`src/rtl/pipeline_hazard_ctrl_if.sv`:
```
// Hazard-controller bundle: ID/EX operand info and memory handshake in,
// pipeline-register freeze/flush controls, counters and error out.
interface pipeline_hazard_ctrl_if #(
  parameter int REG_AW = 5,
  parameter int CNT_W  = 32
);
  logic [REG_AW-1:0] id_rs1;
  logic [REG_AW-1:0] id_rs2;
  logic              id_rs1_used;
  logic              id_rs2_used;
  logic [REG_AW-1:0] ex_rd;
  logic              ex_mem_read;
  logic              ex_branch_taken;
  logic              mem_req;
  logic              mem_ready;
  logic              pc_freeze;
  logic              ifid_freeze;
  logic              idex_freeze;
  logic              exmem_freeze;
  logic              ifid_flush;
  logic              idex_flush;
  logic              memwb_flush;
  logic [CNT_W-1:0]  stall_cycles;
  logic [CNT_W-1:0]  flush_events;
  logic              mem_timeout;

  modport master (
    output id_rs1, id_rs2, id_rs1_used, id_rs2_used, ex_rd, ex_mem_read,
           ex_branch_taken, mem_req, mem_ready,
    input  pc_freeze, ifid_freeze, idex_freeze, exmem_freeze,
           ifid_flush, idex_flush, memwb_flush,
           stall_cycles, flush_events, mem_timeout
  );

  modport slave (
    input  id_rs1, id_rs2, id_rs1_used, id_rs2_used, ex_rd, ex_mem_read,
           ex_branch_taken, mem_req, mem_ready,
    output pc_freeze, ifid_freeze, idex_freeze, exmem_freeze,
           ifid_flush, idex_flush, memwb_flush,
           stall_cycles, flush_events, mem_timeout
  );
endinterface

```
`src/rtl/pipeline_hazard_ctrl.sv`:
```
// Stall/flush controller for a 5-stage pipeline: load-use bubbles, branch
// redirects, data-memory wait states with timeout, and performance counters.
//
//   state    | meaning
//   RUN      | normal issue; memstall > branch > load-use
//   MEM_WAIT | data memory busy, whole pipe frozen, wait cycles counted
//   ERROR    | memory timed out; pipe frozen until reset
module pipeline_hazard_ctrl #(
  parameter int REG_AW  = 5,
  parameter int CNT_W   = 32,
  parameter int TIMEOUT = 255
) (
  input logic                  clk,
  input logic                  rst,
  pipeline_hazard_ctrl_if.slave hz
);

  typedef enum logic [1:0] {RUN, MEM_WAIT, ERROR} state_t;

  localparam logic [15:0]      TIMEOUT_V = 16'(TIMEOUT);
  localparam logic [CNT_W-1:0] CNT_MAX   = '1;

  state_t      state, state_nx;
  logic [15:0] wait_cnt, wait_cnt_nx;
  logic        lu, memstall, flush_evt;
  logic        pc_fz, ifid_fz, idex_fz, exmem_fz;
  logic        ifid_fl, idex_fl, memwb_fl;
  logic [CNT_W-1:0] stall_cnt, flush_cnt;

  assign lu = hz.ex_mem_read && (hz.ex_rd != '0) &&
              ((hz.id_rs1_used && (hz.id_rs1 == hz.ex_rd)) ||
               (hz.id_rs2_used && (hz.id_rs2 == hz.ex_rd)));
  assign memstall = hz.mem_req && !hz.mem_ready;

  always_ff @(posedge clk or posedge rst) begin
    if (rst) begin
      state     <= RUN;
      wait_cnt  <= '0;
      stall_cnt <= '0;
      flush_cnt <= '0;
    end else begin
      state    <= state_nx;
      wait_cnt <= wait_cnt_nx;
      if (pc_fz && (stall_cnt != CNT_MAX)) stall_cnt <= stall_cnt + 1'b1;
      if (flush_evt && (flush_cnt != CNT_MAX)) flush_cnt <= flush_cnt + 1'b1;
    end
  end

  // wait_cnt counts wait cycles already completed, including the RUN cycle
  // that first saw the stall, so TIMEOUT bounds the total freeze length.
  always_comb begin
    state_nx    = state;
    wait_cnt_nx = wait_cnt;
    flush_evt   = 1'b0;
    pc_fz       = 1'b0;
    ifid_fz     = 1'b0;
    idex_fz     = 1'b0;
    exmem_fz    = 1'b0;
    ifid_fl     = 1'b0;
    idex_fl     = 1'b0;
    memwb_fl    = 1'b0;
    if (!rst) begin
      case (state)
        RUN: begin
          if (memstall) begin
            {pc_fz, ifid_fz, idex_fz, exmem_fz, memwb_fl} = 5'b11111;
            wait_cnt_nx = 16'd1;
            state_nx    = (TIMEOUT_V == 16'd1) ? ERROR : MEM_WAIT;
          end else begin
            wait_cnt_nx = '0;
            if (hz.ex_branch_taken) begin
              ifid_fl   = 1'b1;
              idex_fl   = 1'b1;
              flush_evt = 1'b1;
            end else if (lu) begin
              pc_fz   = 1'b1;
              ifid_fz = 1'b1;
              idex_fl = 1'b1;
            end
          end
        end
        MEM_WAIT: begin
          if (hz.mem_ready) begin
            state_nx    = RUN;
            wait_cnt_nx = '0;
          end else begin
            {pc_fz, ifid_fz, idex_fz, exmem_fz, memwb_fl} = 5'b11111;
            wait_cnt_nx = wait_cnt + 16'd1;
            if ((wait_cnt + 16'd1) >= TIMEOUT_V) state_nx = ERROR;
          end
        end
        ERROR: begin
          {pc_fz, ifid_fz, idex_fz, exmem_fz, memwb_fl} = 5'b11111;
        end
        default: begin
          state_nx    = RUN;
          wait_cnt_nx = '0;
        end
      endcase
    end
  end

  assign hz.pc_freeze    = pc_fz;
  assign hz.ifid_freeze  = ifid_fz;
  assign hz.idex_freeze  = idex_fz;
  assign hz.exmem_freeze = exmem_fz;
  assign hz.ifid_flush   = ifid_fl;
  assign hz.idex_flush   = idex_fl;
  assign hz.memwb_flush  = memwb_fl;
  assign hz.stall_cycles = stall_cnt;
  assign hz.flush_events = flush_cnt;
  assign hz.mem_timeout  = (state == ERROR);

endmodule
```
`src/flat_wrapper.sv`:
```
// flat-port wrapper written by rule: the top's interface ports become plain ports
module pipeline_hazard_ctrl_flat 
#(
  parameter int REG_AW  = 5,
  parameter int CNT_W   = 32,
  parameter int TIMEOUT = 255
)
  (clk, rst, hz_id_rs1, hz_id_rs2, hz_id_rs1_used, hz_id_rs2_used, hz_ex_rd, hz_ex_mem_read, hz_ex_branch_taken, hz_mem_req, hz_mem_ready, hz_pc_freeze, hz_ifid_freeze, hz_idex_freeze, hz_exmem_freeze, hz_ifid_flush, hz_idex_flush, hz_memwb_flush, hz_stall_cycles, hz_flush_events, hz_mem_timeout);
  pipeline_hazard_ctrl_if #(.REG_AW(REG_AW), .CNT_W(CNT_W)) hz_i ();
  input logic clk;
  input logic rst;
  input wire logic [$bits(hz_i.id_rs1)-1:0] hz_id_rs1;
  input wire logic [$bits(hz_i.id_rs2)-1:0] hz_id_rs2;
  input wire logic [$bits(hz_i.id_rs1_used)-1:0] hz_id_rs1_used;
  input wire logic [$bits(hz_i.id_rs2_used)-1:0] hz_id_rs2_used;
  input wire logic [$bits(hz_i.ex_rd)-1:0] hz_ex_rd;
  input wire logic [$bits(hz_i.ex_mem_read)-1:0] hz_ex_mem_read;
  input wire logic [$bits(hz_i.ex_branch_taken)-1:0] hz_ex_branch_taken;
  input wire logic [$bits(hz_i.mem_req)-1:0] hz_mem_req;
  input wire logic [$bits(hz_i.mem_ready)-1:0] hz_mem_ready;
  output wire logic [$bits(hz_i.pc_freeze)-1:0] hz_pc_freeze;
  output wire logic [$bits(hz_i.ifid_freeze)-1:0] hz_ifid_freeze;
  output wire logic [$bits(hz_i.idex_freeze)-1:0] hz_idex_freeze;
  output wire logic [$bits(hz_i.exmem_freeze)-1:0] hz_exmem_freeze;
  output wire logic [$bits(hz_i.ifid_flush)-1:0] hz_ifid_flush;
  output wire logic [$bits(hz_i.idex_flush)-1:0] hz_idex_flush;
  output wire logic [$bits(hz_i.memwb_flush)-1:0] hz_memwb_flush;
  output wire logic [$bits(hz_i.stall_cycles)-1:0] hz_stall_cycles;
  output wire logic [$bits(hz_i.flush_events)-1:0] hz_flush_events;
  output wire logic [$bits(hz_i.mem_timeout)-1:0] hz_mem_timeout;
  assign hz_i.id_rs1 = hz_id_rs1;
  assign hz_i.id_rs2 = hz_id_rs2;
  assign hz_i.id_rs1_used = hz_id_rs1_used;
  assign hz_i.id_rs2_used = hz_id_rs2_used;
  assign hz_i.ex_rd = hz_ex_rd;
  assign hz_i.ex_mem_read = hz_ex_mem_read;
  assign hz_i.ex_branch_taken = hz_ex_branch_taken;
  assign hz_i.mem_req = hz_mem_req;
  assign hz_i.mem_ready = hz_mem_ready;
  assign hz_pc_freeze = hz_i.pc_freeze;
  assign hz_ifid_freeze = hz_i.ifid_freeze;
  assign hz_idex_freeze = hz_i.idex_freeze;
  assign hz_exmem_freeze = hz_i.exmem_freeze;
  assign hz_ifid_flush = hz_i.ifid_flush;
  assign hz_idex_flush = hz_i.idex_flush;
  assign hz_memwb_flush = hz_i.memwb_flush;
  assign hz_stall_cycles = hz_i.stall_cycles;
  assign hz_flush_events = hz_i.flush_events;
  assign hz_mem_timeout = hz_i.mem_timeout;
  pipeline_hazard_ctrl #(.REG_AW(REG_AW), .CNT_W(CNT_W), .TIMEOUT(TIMEOUT)) u_core (.clk(clk), .rst(rst), .hz(hz_i));
endmodule
```
`config.mk`:
```
export PLATFORM = sky130hd
export DESIGN_NAME = pipeline_hazard_ctrl_flat
export DESIGN_NICKNAME = d
export VERILOG_FILES = /design/src/rtl/pipeline_hazard_ctrl_if.sv /design/src/rtl/pipeline_hazard_ctrl.sv /design/src/flat_wrapper.sv
export SDC_FILE = /design/constraint.sdc
export NUM_CORES = 1
export LEC_CHECK = 0
export ABC_AREA = 1
export CELL_PAD_IN_SITES_DETAIL_PLACEMENT = 0
export CELL_PAD_IN_SITES_GLOBAL_PLACEMENT = 2
export CORE_AREA = 3 3 139 141
export CTS_BUF_LIST = sky130_fd_sc_hd__clkbuf_2
export CTS_CLUSTER_DIAMETER = 80
export DETAILED_ROUTE_END_ITERATION = 8
export DIE_AREA = 0 0 142 144
export GPL_ROUTABILITY_DRIVEN = 0
export PLACE_DENSITY_LB_ADDON = 0.1
export SETUP_SLACK_MARGIN = 0.4
export SYNTH_ARGS = -nofsm -noshare
export SYNTH_HDL_FRONTEND = slang
export SYNTH_SLANG_ARGS = --single-unit
```
`constraint.sdc`:
```
create_clock -name clk -period 4.3 [get_ports clk]
set_input_delay 0.645 -clock clk [delete_from_list [all_inputs] [get_ports clk]]
set_output_delay 0.645 -clock clk [all_outputs]
set_load 0.03 [all_outputs]
```
After elaboration in Yosys (flattened, before gate mapping)
Cells that the tools add are included.
- add/sub/neg operators: 3
- $mul: 0
- divide/modulo/power cells: 0
- order comparisons: 1
- equality and inequality tests: 8
- shift operators: 0
- multiplexer cells: 24
- bitwise gates (word level): 2
- reductions and logical operators: 13
- operators by type and width (operator ; number):
    adder 32 x 1 -> 32 bit, second input constant ; 2
    inequality test 32 bit, second input constant ; 2
    case mux 16 bit (3 select lines) ; 1
    adder 16 x 1 -> 16 bit, second input constant ; 1
    greater-or-equal comparator 16 x 8 -> 1 bit, second input constant ; 1
    two-way mux 1 bit ; 16
    two-way mux 16 bit ; 1
    equality test 5 bit ; 2
    logical AND 1 bit ; 7
    two-way mux 2 bit ; 3
    case mux 1 bit (3 select lines) ; 2
    case mux 2 bit (3 select lines) ; 1
    nonzero test 5 bit ; 1
    AND reduction 4 bit ; 1
    inequality test 3 x 2 -> 1 bit, second input constant ; 1
    equality test 2 x 1 -> 1 bit, second input constant ; 1
    equality test 2 bit, second input constant ; 1
    zero test 2 bit ; 1
    inequality test 2 x 1 -> 1 bit, second input constant ; 1
    inverter 1 bit ; 2
    AND reduction 2 bit ; 1
    zero test 1 bit ; 1
    logical OR 1 bit ; 1
- bits in registers: 82
- bits in latches: 0
- bits in writable memories: 0
- bits in read-only memories: 0
- input port bits: 23
- logic and storage cells: 55
- memories: 0

Depth between registers and ports, before layout
Gate-level depths: netlist of the first run.
- word-level depth: 10
- gate-level depth with buffers: 13

Least setup slack after synthesis of the first run
No wires, ideal clock.
- kind: input port to output port
- start point: input port rst
- end point: output port hz_pc_freeze
- arrival: 3.596 ns
- data required time: 3.655 ns
- path slack: 0.059 ns
- cell stages on the path: 6
- path buffers: 3
- path through: buf_2 inv_1 nand2_1 nand2_2 buf_2 buf_4
- longest elaborated chain between the ends: 1
- ends and longest elaborated chain (what ; RTL line ; source):
    start: declaration ; flat_wrapper.sv:11 ; input logic rst;
    two-way mux 1 bit ; - ;
    end: declaration ; flat_wrapper.sv:21 ; output wire logic [$bits(hz_i.pc_freeze)-1:0] hz_pc_freeze;
No other way between the ends.

Worst setup path after layout of the first run
- start point: input port hz_ex_rd[0]
- end point: output port hz_pc_freeze
- longest elaborated chain between the ends: 9
- elaborated cells between the ends (all ways): 13
- those cells by class: eq/ne: 2; mux: 5; reduce/logical: 6
- ends and longest elaborated chain (what ; RTL line ; source):
    start: declaration ; flat_wrapper.sv:16 ; input wire logic [$bits(hz_i.ex_rd)-1:0] hz_ex_rd;
    equality test 5 bit (on tied branches) ; pipeline_hazard_ctrl.sv:31, pipeline_hazard_ctrl.sv:32 ;
    logical AND 1 bit (on tied branches) ; pipeline_hazard_ctrl.sv:31, pipeline_hazard_ctrl.sv:32 ;
    logical OR 1 bit ; pipeline_hazard_ctrl.sv:31 ; ((hz.id_rs1_used && (hz.id_rs1 == hz.ex_rd)) ||
    logical AND 1 bit * ; pipeline_hazard_ctrl.sv:30 ; assign lu = hz.ex_mem_read && (hz.ex_rd != '0) &&
    two-way mux 1 bit * ; pipeline_hazard_ctrl.sv:75 ; end else if (lu) begin
    two-way mux 1 bit * ; pipeline_hazard_ctrl.sv:71 ; if (hz.ex_branch_taken) begin
    two-way mux 1 bit * ; pipeline_hazard_ctrl.sv:65 ; if (memstall) begin
    case mux 1 bit (3 select lines) * ; pipeline_hazard_ctrl.sv:63 ; case (state)
    two-way mux 1 bit * ; pipeline_hazard_ctrl.sv:62 ; if (!rst) begin
Every way passes the cells marked *; elsewhere a longest branch is shown, timed or not.

==> metrics list, run 1 <==
* Result of the run: finished, final reports clean
* Max Clk Rate: slightly above 0.3 GHz
- After routing, the total negative slack on setup checks comes to 0 ns.
- Commonest cells after routing, fill and taps aside: sky130_fd_sc_hd__nand2_1 (257), sky130_fd_sc_hd__clkdlybuf4s50_1 (94), sky130_fd_sc_hd__nor2_1 (88)
* I/O pin count: 95
* Port Buffers: 94
* Data required time at the worst endpoint: between 3 and 4 ns
- Initial antenna violation count: 1
* Most Crowded Layer GR: met2
* Worst clock skew: between 0.03 and 0.04 ns
* Final routed DRC violation total: 0
* Sink Count: between 80 and 90
- M3 GR Usage: under 10%
* Post-synthesis cell type count: 37
* Area grow syn2layout: 23.7%
* Clock tree from TritonCTS: done
- Destination of the worst hold path: u_core.hz.flush_events[2]
- Unrepaired setup endpoints after global routing: false
- In the global route stage, met2 resource usage came out at approximately 29%.
* Number of max-cap violations: 0
* R2R Path End: u_core.hz.stall_cycles[28]
- The analysis attributes to net switching a power of about 0.97 mW.
- In this run the vertical extent of the chip is roughly 140 um.
- The final hold violation count was 0.
- Seq pwr share: 42.0%
- The first detailed-routing pass ran for 4 iterations.
* Post-synthesis average cell area: around 7.0 um^2
- Vias in the first global route: 5364
- The cell area that synthesis handed to floorplanning was roughly 5500 um^2.
- Count of vias placed by the detailed router: about 5200
* Antenna violation net count after detailed routing: 0
* Tightest slew margin relative to the limit: between 30% and 40%
- Worst setup EP type: output port
- The critical path is of the primary input to output port type.
* Type of element launching the critical path: primary input
- Min cycle time layout: between 3 and 4 ns
- Depth of the worst hold-timing path: 1
- Summed over all layers, the global routing overflow is 0.
* H-tree depth: 3
- Skew-Pair Late Insertion Delay: 0.59 ns
* Startpoint of the tightest hold check path: u_core.hz.flush_events[2]
- Overall fraction of global-route tracks in use: between 10% and 20%
* Worst reg2reg path depth: 9
- In the final layout, the share of cells above drive strength 1 is approximately 6.4%.
- Placement Rows: 49
- Period Utilization, post-route: 76.9%
- For flop-to-flop paths, the worst setup slack is 1.73 ns.
- The wire-length estimate of the detail-placed layout is between 10000 and 15000 um.
* Startpoint of the worst-slack reg-to-reg timing path: u_core.hz.stall_cycles[0]
- The floorplan step defined a die boundary enclosing between 20000 and 25000 um^2.
- After filler insertion, the fill cell instance count of the layout stands at 1936.
* Buffers inserted during post-CTS setup optimization: 0
- In the synthesized netlist, the number of instances is ~780.
- Ratio of routed vias to standard cells: 4.72
- The first routing iteration left ~290 violations.
- The first global-routing pass estimated 27500 um of wire.
- Int Pwr: ~1.3 mW
- The top cell type by area accounts for 37.6% of the synthesized area.
- Met1 GRT Util: between 20% and 30%
- Post-Syn Nets: between 800 and 900
* Final core utilization: a little under two fifths
- Of the total power, the clock network draws roughly a fifth.
- After layout, the worst setup slack is 0.994 ns.
- After detailed routing, the total wire length is approximately 16000 um.
- Clock edge transition at the registers on the reported setup and hold paths: between 0.2 and 0.25 ns
- Clk Tree Root Cell: sky130_fd_sc_hd__clkbuf_2
* Min-Delay Path Class: register to register
- Largest fanout of any net on the critical path: 4
* Data arrival time of the critical path: between 2 and 3 ns
- The library cell used most frequently in the layout, excluding fill and tap cells, is sky130_fd_sc_hd__nand2_1.
* Floorplan core area: about 18000 um^2
* Gate power share: a little under two fifths
- Count of cells resized by post-cts repair: 0
* Cell types occupying the most area after synthesis: sky130_fd_sc_hd__dfrtp_1 (38%), sky130_fd_sc_hd__nand2_1 (18%), sky130_fd_sc_hd__nand3_1 (6.7%)
- The initial utilization of the core area, before any placement, comes to between 30 and 40%.
- Horiz. Die Dim: 142 um
* Pre-CTS setup slack: roughly 0.96 ns
* FF+latch count, synth: 82
- Switching power as a share of total power: approximately two fifths
- Counting along the longest clock path gives a buffer depth of 2.
- Slew at the pin closest to its max-slew limit: approximately 0.9 ns
- Sequential fraction of the synthesis area: between 30% and 40%
- For this design the static power due to leakage is approximately 3 nW.
* Power density relative to cell area: around 340 nW/um^2
- The net count of the finished layout is 900.
- Number of hold buffers added after CTS: 0
* Count of final max-slew check failures: 0
* Average wire per standard cell: about 15 um
- Maximum number of pins on one net before global-route repair: 53
- Of all cell types, the one taking the most synthesized area is sky130_fd_sc_hd__dfrtp_1.
- Across the VDD grid, the largest voltage drop is 250 uV.
- YS warnings: 0
- Clock buffer count from CTS: 9
- Setup violations remaining at the end of the flow were counted as 0.
==> Yosys cell counts (all sizes together) <==
library cell    n
o31ai           1
dfrtp          82
or2             1
nor3           32
ha              4
clkbuf          5
nor4            6
and2            2
buf            13
o21ai          27
o41ai           1
nor3b           2
nor2           97
o22ai           9
nand2         266
xnor2          19
xor2           37
nand3          74
a21oi           3
inv            79
nand3b          3
nand4          17
o211ai          1
==> cell families after synthesis <==
group                      count (synthesis)  share of synthesized area (%)
AOI/OAI and AO/OA                         42                           4.29
DFF                                       82                           37.6
adders and majority gates                  4                          0.917
buffers and inverters                     97                           7.36
xor gates and xnor gates                  56                           8.98
and+or+nand+nor                          500                           40.9
==> routing by layer <==
metal  share of wire [%]  vias up  wire, um
met5                   0        -         0
met3                 2.8       14       461
met2                  49       83      7980
li1                    -     2682         -
met1                  47     2447      7710
met4                 1.5        0       242
==> flip-flops by register name (all words and copies together), names as in the netlist <==
register                flops
u_core.hz.stall_cycles     32
u_core.hz.flush_events     32
u_core.state                2
u_core.wait_cnt            16
==> area by class of cell <==
class	instances	area [um^2]	area share, %
Clock buffer	9	45.0	0.667
Tap cell	229	287	4.24
Clock inverter	7	83.8	1.24
Sequential cell	82	2050	30.4
Inverter	79	300	4.45
Antenna cell	1	2.50	0.0370
Timing Repair Buffer	99	978	14.5
Multi-Input combinational cell	602	3010	44.5
==> power by group through the flow <==
stage | clock (mW) | sequential, mW | combinational [mW]
after floorplan | 0 | 1.10 | 0.433
after CTS | 0.512 | 0.972 | 0.869
after global placement | 0 | 0.984 | 0.860
after detailed placement | 0 | 0.985 | 0.865
final | 0.484 | 0.969 | 0.856
after global routing | 0.541 | 0.988 | 0.944
==> worst max path at each step <==
| stage | startpoint | endpoint | cells past startpoint |
|---|---|---|---|
| global route | hz_ex_rd[0] | hz_pc_freeze | 10 |
| CTS | hz_ex_rd[0] | hz_pc_freeze | 10 |
| finish | hz_ex_rd[0] | hz_pc_freeze | 10 |
| floorplan | rst | hz_pc_freeze | 6 |
| detailed placement | hz_ex_rd[0] | hz_pc_freeze | 10 |
| global placement | hz_ex_rd[0] | hz_pc_freeze | 10 |
==> per-stage QoR <==
stage | hold WS (ns) | instances | total power [mW] | cell area (um^2)
after floorplan | 0.504 | 781 | 1.53 | 5460
after global placement | 0.529 | 1091 | 1.84 | 6620
after detailed placement | 0.532 | 1091 | 1.85 | 6620
after CTS | 0.575 | 1107 | 2.35 | 6750
after global routing | 0.605 | 1108 | 2.47 | 6760
final | 0.572 | 1108 | 2.31 | 6760
==> critical path, stage by stage <==
cell                              delay, ns
sky130_fd_sc_hd__clkdlybuf4s50_1       0.50
sky130_fd_sc_hd__inv_1                 0.07
sky130_fd_sc_hd__nand2_1               0.06
sky130_fd_sc_hd__o211ai_1              0.08
sky130_fd_sc_hd__nor2_1                0.12
sky130_fd_sc_hd__nand3_1               0.07
sky130_fd_sc_hd__nand2_1               0.09
sky130_fd_sc_hd__nand3_1               0.09
sky130_fd_sc_hd__nand2_2               0.21
sky130_fd_sc_hd__clkdlybuf4s50_1       0.71
Power figures use the tool's default switching activity.
==> run 2: changes to the inputs <==
Clock period 4.3 ns to 3.34 ns, I/O delays scaled along.
==> run 2 against run 1 <==
  * Setup slack worse by 0.40 ns
  * Non-clock buffer count is 2 higher
  * Clock skew is 0.0079 ns lower
  * First-iteration DRC count is 36% lower
  * Critical endpoint is now hz_mem_timeout
  * Largest cell class unchanged
==> metrics list, run 2 (same netlist as run 1, synthesis figures left out) <==
* Buffers inserted during post-CTS setup optimization: 0 (unchanged)
- Largest fanout of any net on the critical path: 8 (+4)
- Type of element launching the critical path: register
- The share of cells above drive strength 1 was 7.05% (+0.67 points).
* Final wirelength: 16500 um (+0.44%)
- Setup ws final: 0.592 ns (-0.402 ns)
- Data arrival time of the critical path: 2.25 ns (-0.41 ns)
- Combined buffer and inverter count along the critical path: 2 (-1)
* Cell Chain, Critical Path: inv_1, nor2_1, clkdlybuf4s50_1
- Worst Path Class, Setup: register to output port
- Result of the run: finished, final reports clean
* Die footprint: 20400 um^2 (unchanged)
- The max-capacitance violation count was 0 (unchanged).
- Initial Utilization: 30.2% (unchanged)
- Leaving out fill and tap cells, the most frequent cells in the layout are sky130_fd_sc_hd__nand2_1 (256), sky130_fd_sc_hd__nor2_1 (88), sky130_fd_sc_hd__clkdlybuf4s50_1 (87).
- The post-DP HPWL was 12600 um (+0.25%).
- Period Utilization, post-route: between 80 and 90%
- The number of detailed-routing iterations run before antenna repair is 4 (unchanged).
- Depth of the worst hold-timing path: 1 (unchanged)
* Initial antenna violation count: 1 (unchanged)
- Average wire per standard cell: 14.8 um (+0.26%)
- The y dimension of the die came to 144 um (unchanged).
- Cell count along the critical path: 3 (-7)
- The residual DRC count was 0 (unchanged).
- Floorplan core area: 18100 um^2 (unchanged)
- Port Buffers: 94 (unchanged)
- The number of vias per cell after detailed routing was 4.71 (-0.14%).
- The combined global-route utilization of all metal layers is 16.7% (-0.064 points).
* Placement Rows: 49 (unchanged)
- The setup clock skew after layout is 0.0281 ns (-0.00788 ns).
- Maximum number of pins on one net before global-route repair: 48 (-9.4%)
- Worst-path cell with the longest stage delay: sky130_fd_sc_hd__clkdlybuf4s50_1
- The headroom to the max-slew limit was 35.0% (-4.5 points).
* Global route overflow: 0 (unchanged)
- Clock edge transition at the registers on the reported setup and hold paths: 0.24 ns (about the same)
* Count of final max-slew check failures: 0 (unchanged)
- Pre-CTS setup slack: 0.402 ns (-0.558 ns)
* Data required time at the worst endpoint: 2.84 ns (-0.81 ns)
* Count of placed standard cells including taps: 1093 (+0.18%)
- The slew at the pin closest to its max-slew limit is 0.971 ns (+0.0671 ns).
- Unrepaired setup endpoints after global routing: false
* Final hold slack: 0.541 ns (-0.0309 ns)
* Final Hold Violating Endpoints: 0 (unchanged)
- Global-route wire length before repair: 27400 um (-0.55%)
- Gate family responsible for the most delay along the worst path: buffers and inverters
* Count of vias placed by the detailed router: 5228 (+0.038%)
- The number of cells traversed by the worst register-to-register path came to 9 (unchanged).
- The power per unit of standard cell area was 431 nW/um^2 (+26%).
- I/O pin count: 95 (unchanged)
- STA classifies the critical path endpoint as an output port.
- The number of nets in the finished design is 902 (+0.22%).
- Overall power after layout: 2.92 mW (+26%)
* Sum of negative setup slack: 0 ns (unchanged)
* Fin cells: 1110 (+0.18%)
- Final-report setup violation count: 0 (unchanged)
* Sink Count: 82 (unchanged)
- Clock tree from TritonCTS: done
* Biggest cell delay along the critical path: 0.76 ns (+0.05 ns)
- CTS placed an instance of sky130_fd_sc_hd__clkbuf_2 at the clock tree root.
- Max Clk Rate: roughly 0.36 GHz
- The TritonCTS buffer count came to 9 (unchanged).
* Horiz. Die Dim: 142 um (unchanged)
- Subtracting the final worst setup slack from the clock period gives around 2.7 ns.
- The detailed router's first-iteration violation count is 186 (-36%).
- The worst IR drop on VDD is 280 uV (+12%).
- Vias in the first global route: 5273 (-1.7%)
* Antenna violation net count after detailed routing: 0 (unchanged)
- H-tree depth: 3 (unchanged)
- Min-Delay Path Class: register to register
- The leakage component of the power is 3.01 nW (+0.91%).
* Leading cell type in the layout, fill and taps excluded: sky130_fd_sc_hd__nand2_1
- The maximum number of buffers from clock root to sink is 2 (unchanged).
- Area grow syn2layout: 24.0%
* Skew-Pair Late Insertion Delay: 0.59 ns (about the same)
run 2: cell types whose count changed in the layout (fill, tap and decap cells not counted), moves of 2 or more:
cell,before,now
sky130_fd_sc_hd__clkdlybuf4s50_1,94,87
sky130_fd_sc_hd__dlygate4sd2_1,0,4
sky130_fd_sc_hd__buf_4,5,8
sky130_fd_sc_hd__clkinv_2,4,1
sky130_fd_sc_hd__clkinvlp_4,1,4
sky130_fd_sc_hd__clkinv_4,0,2
sky130_fd_sc_hd__nand2_4,1,3
run 2: per-layer routing:
| layer | up-vias | global-route usage, % | wire, um |
|---|---|---|---|
| li1 | 2693 | - | - |
| met1 | 2443 | 22.4 | 7760 |
| met2 | 77 | 28.0 | 8020 |
| met3 | 15 | 2.28 | 463 |
| met4 | 0 | 5.05 | 217 |
| met5 | - | 0 | 0 |
run 2: power by group:
group	leakage (nW)	internal, mW	switching, mW	total [mW]
sequential	1.09	1.10	0.149	1.25
combinational	1.85	0.374	0.719	1.09
clock	0.0681	0.176	0.399	0.575
total	3.01	1.65	1.27	2.92
run 2: final timing paths:
kind,from,to,slack (ns)
max,u_core.state[1],hz_mem_timeout,0.59
min,u_core.hz.flush_events[18],u_core.hz.flush_events[18],0.54
max reg2reg,u_core.hz.stall_cycles[0],u_core.hz.stall_cycles[19],0.98
max in group asynchronous,rst,u_core.hz.stall_cycles[19],2.27
min reg2reg,u_core.hz.flush_events[18],u_core.hz.flush_events[18],0.54
min in group asynchronous,rst,u_core.wait_cnt[1],0.58
run 2: timing repair:
| action | in CTS | in global routing |
|---|---|---|
| resized for setup | 5 | 2 |
| hold buffers | 0 | 0 |
| endpoints found under the setup margin | 5 | 2 |
run 2: cell type report:
class | count | area, um^2
fill | 1923 | 11300
multi-input combinational | 602 | 3020
sequential | 82 | 2050
timing repair buffer | 101 | 988
inverter | 79 | 304
tap | 229 | 287
clock inverter | 6 | 67.6
clock buffer | 10 | 50.0
antenna | 1 | 2.50
run 2: metrics by stage:
step                      util [%]  area (um^2)
final                         37.4         6770
after global routing          37.4         6770
after CTS                     37.4         6760
after detailed placement      36.8         6650
after global placement        36.8         6650
after floorplan                  -         5500
